$ cat src/rtl/game_timer_pkg.sv
// Shared types and helpers for the game_timer block.
//   t_tmr_state : per-channel state (idle, counting, expired one-shot)
//   f_div       : prescaler divide ratio from clock and tick frequencies
package game_timer_pkg;

  typedef enum logic [1:0] {
    ST_IDLE,
    ST_RUN,
    ST_DONE
  } t_tmr_state;

  // Returns 0 for a zero tick rate so the caller's range check flags it.
  function automatic int unsigned f_div(input int unsigned clk_hz, input int unsigned tick_hz);
    return (tick_hz == 0) ? 0 : clk_hz / tick_hz;
  endfunction

endpackage

$ cat src/rtl/game_timer_prescaler.sv
// timer_prescaler: free-running divider producing a one-cycle tick every DIV clocks.
// Ports:
//   clk_50M  in  system clock
//   i_Reset  in  synchronous active-high reset (counter back to 0)
//   o_Tick   out high while the divider holds DIV-1
module timer_prescaler
  import game_timer_pkg::*;
#(
  parameter int unsigned CLK_HZ  = 50_000_000,
  parameter int unsigned TICK_HZ = 2_000
) (
  input  logic clk_50M,
  input  logic i_Reset,
  output logic o_Tick
);

  localparam int unsigned DIV = f_div(CLK_HZ, TICK_HZ);
  localparam int unsigned CW  = (DIV > 2) ? $clog2(DIV) : 1;
  localparam logic [CW-1:0] LAST = CW'(DIV - 1);

  // DIV must be an exact integer ratio of at least 2.
  if (DIV < 2 || (DIV * TICK_HZ) != CLK_HZ) begin : g_bad_div
    $error("timer_prescaler: CLK_HZ/TICK_HZ must be an integer >= 2");
  end

  logic [CW-1:0] r_cnt;

  always_ff @(posedge clk_50M) begin
    if (i_Reset) begin
      r_cnt <= '0;
    end else if (r_cnt == LAST) begin
      r_cnt <= '0;
    end else begin
      r_cnt <= r_cnt + CW'(1);
    end
  end

  assign o_Tick = (r_cnt == LAST);

endmodule

$ cat src/rtl/game_timer.sv
// game_timer: multi-channel programmable tick timer for the BlackJack control path.
// One shared prescaler tick drives NUM_CH independent one-shot/periodic channels.
// Optional feature macro: GAME_TIMER_PAUSE_EN adds i_Pause (per-channel tick freeze).
// Ports:
//   clk_50M     in   system clock
//   i_Reset     in   synchronous active-high reset
//   i_Start     in   per-channel start/restart pulse
//   i_Zero      in   per-channel clear back to idle
//   i_Periodic  in   per-channel auto-reload select
//   i_Pause     in   per-channel tick freeze (only with GAME_TIMER_PAUSE_EN)
//   i_Limit     in   per-channel terminal count, ch0 in LSBs
//   o_Count     out  per-channel tick count
//   o_Done      out  per-channel one-cycle expiry pulse
//   o_Expired   out  per-channel sticky expiry flag
//   o_Tick      out  shared prescaler tick
module game_timer
  import game_timer_pkg::*;
#(
  parameter int unsigned CLK_HZ  = 50_000_000,
  parameter int unsigned TICK_HZ = 2_000,
  parameter int unsigned WIDTH   = 12,
  parameter int unsigned NUM_CH  = 2
) (
  input  logic                    clk_50M,
  input  logic                    i_Reset,
  input  logic [NUM_CH-1:0]       i_Start,
  input  logic [NUM_CH-1:0]       i_Zero,
  input  logic [NUM_CH-1:0]       i_Periodic,
`ifdef GAME_TIMER_PAUSE_EN
  input  logic [NUM_CH-1:0]       i_Pause,
`endif
  input  logic [NUM_CH*WIDTH-1:0] i_Limit,
  output logic [NUM_CH*WIDTH-1:0] o_Count,
  output logic [NUM_CH-1:0]       o_Done,
  output logic [NUM_CH-1:0]       o_Expired,
  output logic                    o_Tick
);

  if (NUM_CH < 1) begin : g_bad_ch
    $error("game_timer: NUM_CH must be >= 1");
  end

  logic              w_tick;
  logic [NUM_CH-1:0] w_pause;

`ifdef GAME_TIMER_PAUSE_EN
  assign w_pause = i_Pause;
`else
  assign w_pause = '0;
`endif

  timer_prescaler #(
    .CLK_HZ  (CLK_HZ),
    .TICK_HZ (TICK_HZ)
  ) u_prescaler (
    .clk_50M (clk_50M),
    .i_Reset (i_Reset),
    .o_Tick  (w_tick)
  );

  assign o_Tick = w_tick;

  for (genvar g = 0; g < NUM_CH; g++) begin : g_ch
    t_tmr_state       r_state, w_state_nxt;
    logic [WIDTH-1:0] r_count, w_count_nxt;
    logic [WIDTH-1:0] w_limit, w_eff_limit;
    logic [WIDTH:0]   w_count_inc;
    logic             r_done, w_done_nxt;
    logic             r_expired, w_expired_nxt;
    logic             w_tick_ch;

    assign w_limit     = i_Limit[g*WIDTH +: WIDTH];
    // A limit of 0 behaves as 1 so a started channel always expires.
    assign w_eff_limit = (w_limit == '0) ? WIDTH'(1) : w_limit;
    // One extra bit keeps the >= compare exact even at the top of the range.
    assign w_count_inc = {1'b0, r_count} + (WIDTH + 1)'(1);
    assign w_tick_ch   = w_tick & ~w_pause[g];

    // Priority below reset: zero, then start, then tick.
    always_comb begin
      w_state_nxt   = r_state;
      w_count_nxt   = r_count;
      w_done_nxt    = 1'b0;
      w_expired_nxt = r_expired;
      if (i_Zero[g]) begin
        w_state_nxt   = ST_IDLE;
        w_count_nxt   = '0;
        w_expired_nxt = 1'b0;
      end else if (i_Start[g]) begin
        w_state_nxt   = ST_RUN;
        w_count_nxt   = '0;
        w_expired_nxt = 1'b0;
      end else if (r_state == ST_RUN && w_tick_ch) begin
        if (w_count_inc >= {1'b0, w_eff_limit}) begin
          w_done_nxt    = 1'b1;
          w_expired_nxt = 1'b1;
          if (i_Periodic[g]) begin
            w_count_nxt = '0;
          end else begin
            w_state_nxt = ST_DONE;
            w_count_nxt = w_eff_limit;
          end
        end else begin
          w_count_nxt = w_count_inc[WIDTH-1:0];
        end
      end
    end

    always_ff @(posedge clk_50M) begin
      if (i_Reset) begin
        r_state   <= ST_IDLE;
        r_count   <= '0;
        r_done    <= 1'b0;
        r_expired <= 1'b0;
      end else begin
        r_state   <= w_state_nxt;
        r_count   <= w_count_nxt;
        r_done    <= w_done_nxt;
        r_expired <= w_expired_nxt;
      end
    end

    assign o_Count[g*WIDTH +: WIDTH] = r_count;
    assign o_Done[g]                 = r_done;
    assign o_Expired[g]              = r_expired;
  end

endmodule
$ cat config.mk
export PLATFORM = sky130hd
export DESIGN_NAME = game_timer
export DESIGN_NICKNAME = d
export VERILOG_FILES = /design/src/rtl/game_timer_pkg.sv /design/src/rtl/game_timer_prescaler.sv /design/src/rtl/game_timer.sv
export SDC_FILE = /design/constraint.sdc
export NUM_CORES = 1
export LEC_CHECK = 0
export BUFFER_PORTS_ARGS = -buffer_cell sky130_fd_sc_hd__buf_4
export CAP_MARGIN = 25
export CORE_ASPECT_RATIO = 1.75
export CORE_MARGIN = 4
export CORE_UTILIZATION = 55
export CTS_CLUSTER_SIZE = 8
export DETAILED_ROUTE_END_ITERATION = 8
export PLACE_DENSITY = 0.83
export SLEW_MARGIN = 20
export SYNTH_ARGS = -nofsm -noshare
export SYNTH_HDL_FRONTEND = slang
export SYNTH_SLANG_ARGS = --single-unit
$ cat constraint.sdc
create_clock -name clk_50M -period 3.96 [get_ports clk_50M]
set_clock_uncertainty 0.05 [all_clocks]
set_input_delay 0.99 -clock clk_50M [delete_from_list [all_inputs] [get_ports clk_50M]]
set_output_delay 0.99 -clock clk_50M [all_outputs]
set_load 0.05 [all_outputs]
==> impl_metrics.yaml <==
clocking:
  cts_sinks: 47
  cts_tree: "built"
  clock_path_buffers: 2
  post_cts_resized: 0
  clk-insertion-delay-late_ns: 0.30
  ctsRootBufferMaster: "clkbuf_8"
  post_cts_buffers: 0
  ctsHoldBuffers: 0
  htree_levels: 2
  numCtsBuffers: 5
  clk_pin_slew_ns: 0.09
critical_path:
  worst_setup_path_start_kind: "register"
  crit_required_ns: 4.14
  cp.arrival_ns: 3.68
  crit_type: "reg -> reg"
  cp-end-kind: "register"
  crit_path_max_fanout: 19
synthesis:
  syn_area_per_cell_um2: 7.92
  yosys_most_used_dff: "dfxtp_1"
  syn_inst: 405
  ys_async_sr_fraction_pct: 0
  synth_fp_nets: 464
  yosys_warnings: 0
  ys_types: 50
  synth_seq_cells: 47
  syn_area_um2: 3210
  ys_seq_area_share_pct: 29.3
  synth_edf_count: 0
route:
  route.detailed.drc: 0
  dr.first_iter.drc_count: 216
  viasPerCell: 6.02
  wire_per_inst_um: 15.1
  postRouteAntennaNets: 0
  vias: 3177
  wirelength_um: 7950
  detail_route.first_pass.iterations: 4
die:
  initial_core_util_pct: 57.0
  coreArea_um2: 5630
  row_count: 36
  die_x_um: 65.7
  ioPinCount: 61
  die_height_um: 109
  dieArea_um2: 7170
sta:
  worst_pin_slew_ns: 0.662
  timing.hold.ws_ns: 0.422
  max_freq_ghz: 0.286
  rsz0062_at_grt: "no"
  final_max_slew_viol_count: 0
  setup_viol: 0
  setup_ws_ns: 0.460
  tns_ns: 0
  slew_headroom_pct: 55.9
  finalHoldViolCount: 0
  fin_crit_ns: 3.50
  fin_crit_sh_pct: 88.4
grt:
  grt_pass1_wl_um: 13000
  grt_overflow: 0
  grt_usage_pct: 22.7
  grt_pass1_vias: 3041
  antenna_found_initial: 0
  grt_max_degree: 27
place:
  dp_slack_ns: 0.283
  dp_hpwl_um: 6240
  place_congestion: 0.924
  io_buffers: 60
layout:
  areaGrowthSynthToFinish_pct: 16.5
  fin_nets: 510
  final_common_cell: "buf_4"
  nFillCells: 483
  n_antenna_cell: 0
  multi_input_area_um2: 2040
  final_cell_mix: "buf_4, nor2_1, dfxtp_1, inv_1, ha_1"
  seqCellArea_um2: 941
  drive_gt1_share_pct: 17.9
job:
  drv_cap: 0
power:
  power_density_nw_per_um2: 228
  p_leak_nw: 1.71
  peakVddDrop_mv: 0.128
outcome:
  status: "completed"
min_path:
  hold_path.class: "reg -> reg"
==> area by class of cell <==
type | count | area share (%)
Sequential cell | 47 | 25.2
Inverter | 28 | 2.81
Multi-Input combinational cell | 307 | 54.7
Timing Repair Buffer | 62 | 12.4
Tap cell | 76 | 2.54
Clock inverter | 3 | 0.602
Clock buffer | 5 | 1.84
==> cells in the mapped netlist (all sizes together), types with 3 or more instances <==
master,instances,share of area (%)
nand2,20,2.3
dfxtp,47,29
and3,5,0.97
nor3,17,3.0
clkbuf,10,1.2
buf,13,2.5
nor4,9,1.8
nand4,9,1.8
a221oi,4,1.1
a211oi,13,3.0
xnor2,15,4.1
nor2b,3,0.58
o21ai,11,1.7
xor2,17,4.6
o31ai,3,0.70
a31oi,3,0.58
o21a,3,0.70
a21o,5,1.2
and4,3,0.82
nor2,56,6.8
mux2i,9,2.8
nand3,21,3.3
ha,27,11
or2,4,0.78
inv,28,3.3
a21oi,24,3.7
==> cells by family after synthesis <==
family	count (synthesis)	share of synthesized area (%)
simple gates	162	26.2
compound gates	77	15.5
buf+inv	51	6.98
flops	47	29.3
xor+xnor	32	8.73
fa+ha+maj	27	10.5
mux	9	2.81
==> power by group <==
part | internal, mW | total (mW) | switching [mW] | leakage [nW]
Clock | 0.127 | 0.295 | 0.169 | 0.0485
Combinational | 0.0365 | 0.0778 | 0.0412 | 1.28
Sequential | 0.476 | 0.479 | 0.00343 | 0.379
Total | 0.639 | 0.852 | 0.213 | 1.71
==> registers in the layout (all words and copies together), names as in the netlist <==
signal,count
g_ch.r_count,24
u_prescaler.r_cnt,15
g_ch.r_state,4
g_ch.r_done,2
g_ch.r_expired,2
==> final timing paths <==
kind / startpoint / end / slack (ns) / depth (start not counted)
worst max-delay path: g_ch[1].r_count[0]$_SDFFE_PP0P_ / g_ch[1].r_count[2]$_SDFFE_PP0P_ / 0.46 / 12
worst min-delay path: g_ch[1].r_state[1]$_SDFFE_PP0P_ / g_ch[1].r_state[1]$_SDFFE_PP0P_ / 0.42 / 2
worst max register to register: g_ch[1].r_count[0]$_SDFFE_PP0P_ / g_ch[1].r_count[2]$_SDFFE_PP0P_ / 0.46 / 12
worst min register to register: g_ch[1].r_state[1]$_SDFFE_PP0P_ / g_ch[1].r_state[1]$_SDFFE_PP0P_ / 0.42 / 2
==> routing by layer <==
metal	GRT usage [%]	routed length [um]	vias to the layer above
met5	0	0	-
li1	-	-	1531
met3	2.78	463	30
met1	23.2	2920	1502
met4	13.5	291	0
met2	42.5	4270	114
==> per-stage QoR <==
step	total power, mW	std cells	utilization [%]	instance area, um^2
after floorplan	0.526	405	-	3210
after global placement	0.564	519	64.7	3640
after detailed placement	0.567	519	64.7	3640
after CTS	0.860	527	66.3	3730
after global routing	0.891	528	66.4	3740
final	0.852	528	66.4	3740
==> worst max-delay path, stage by stage (launching register included) <==
cell     delay [ns]
dfxtp_1        0.48
ha_1           0.29
nand3_1        0.19
nor2_1         0.26
nand2_1        0.10
xnor2_1        0.17
ha_1           0.33
nand4_1        0.09
a31o_1         0.19
a21oi_1        0.35
nor2_4         0.20
or4_4          0.57
o22ai_1        0.15
Note: power is estimated with default switching activity, not from simulation.
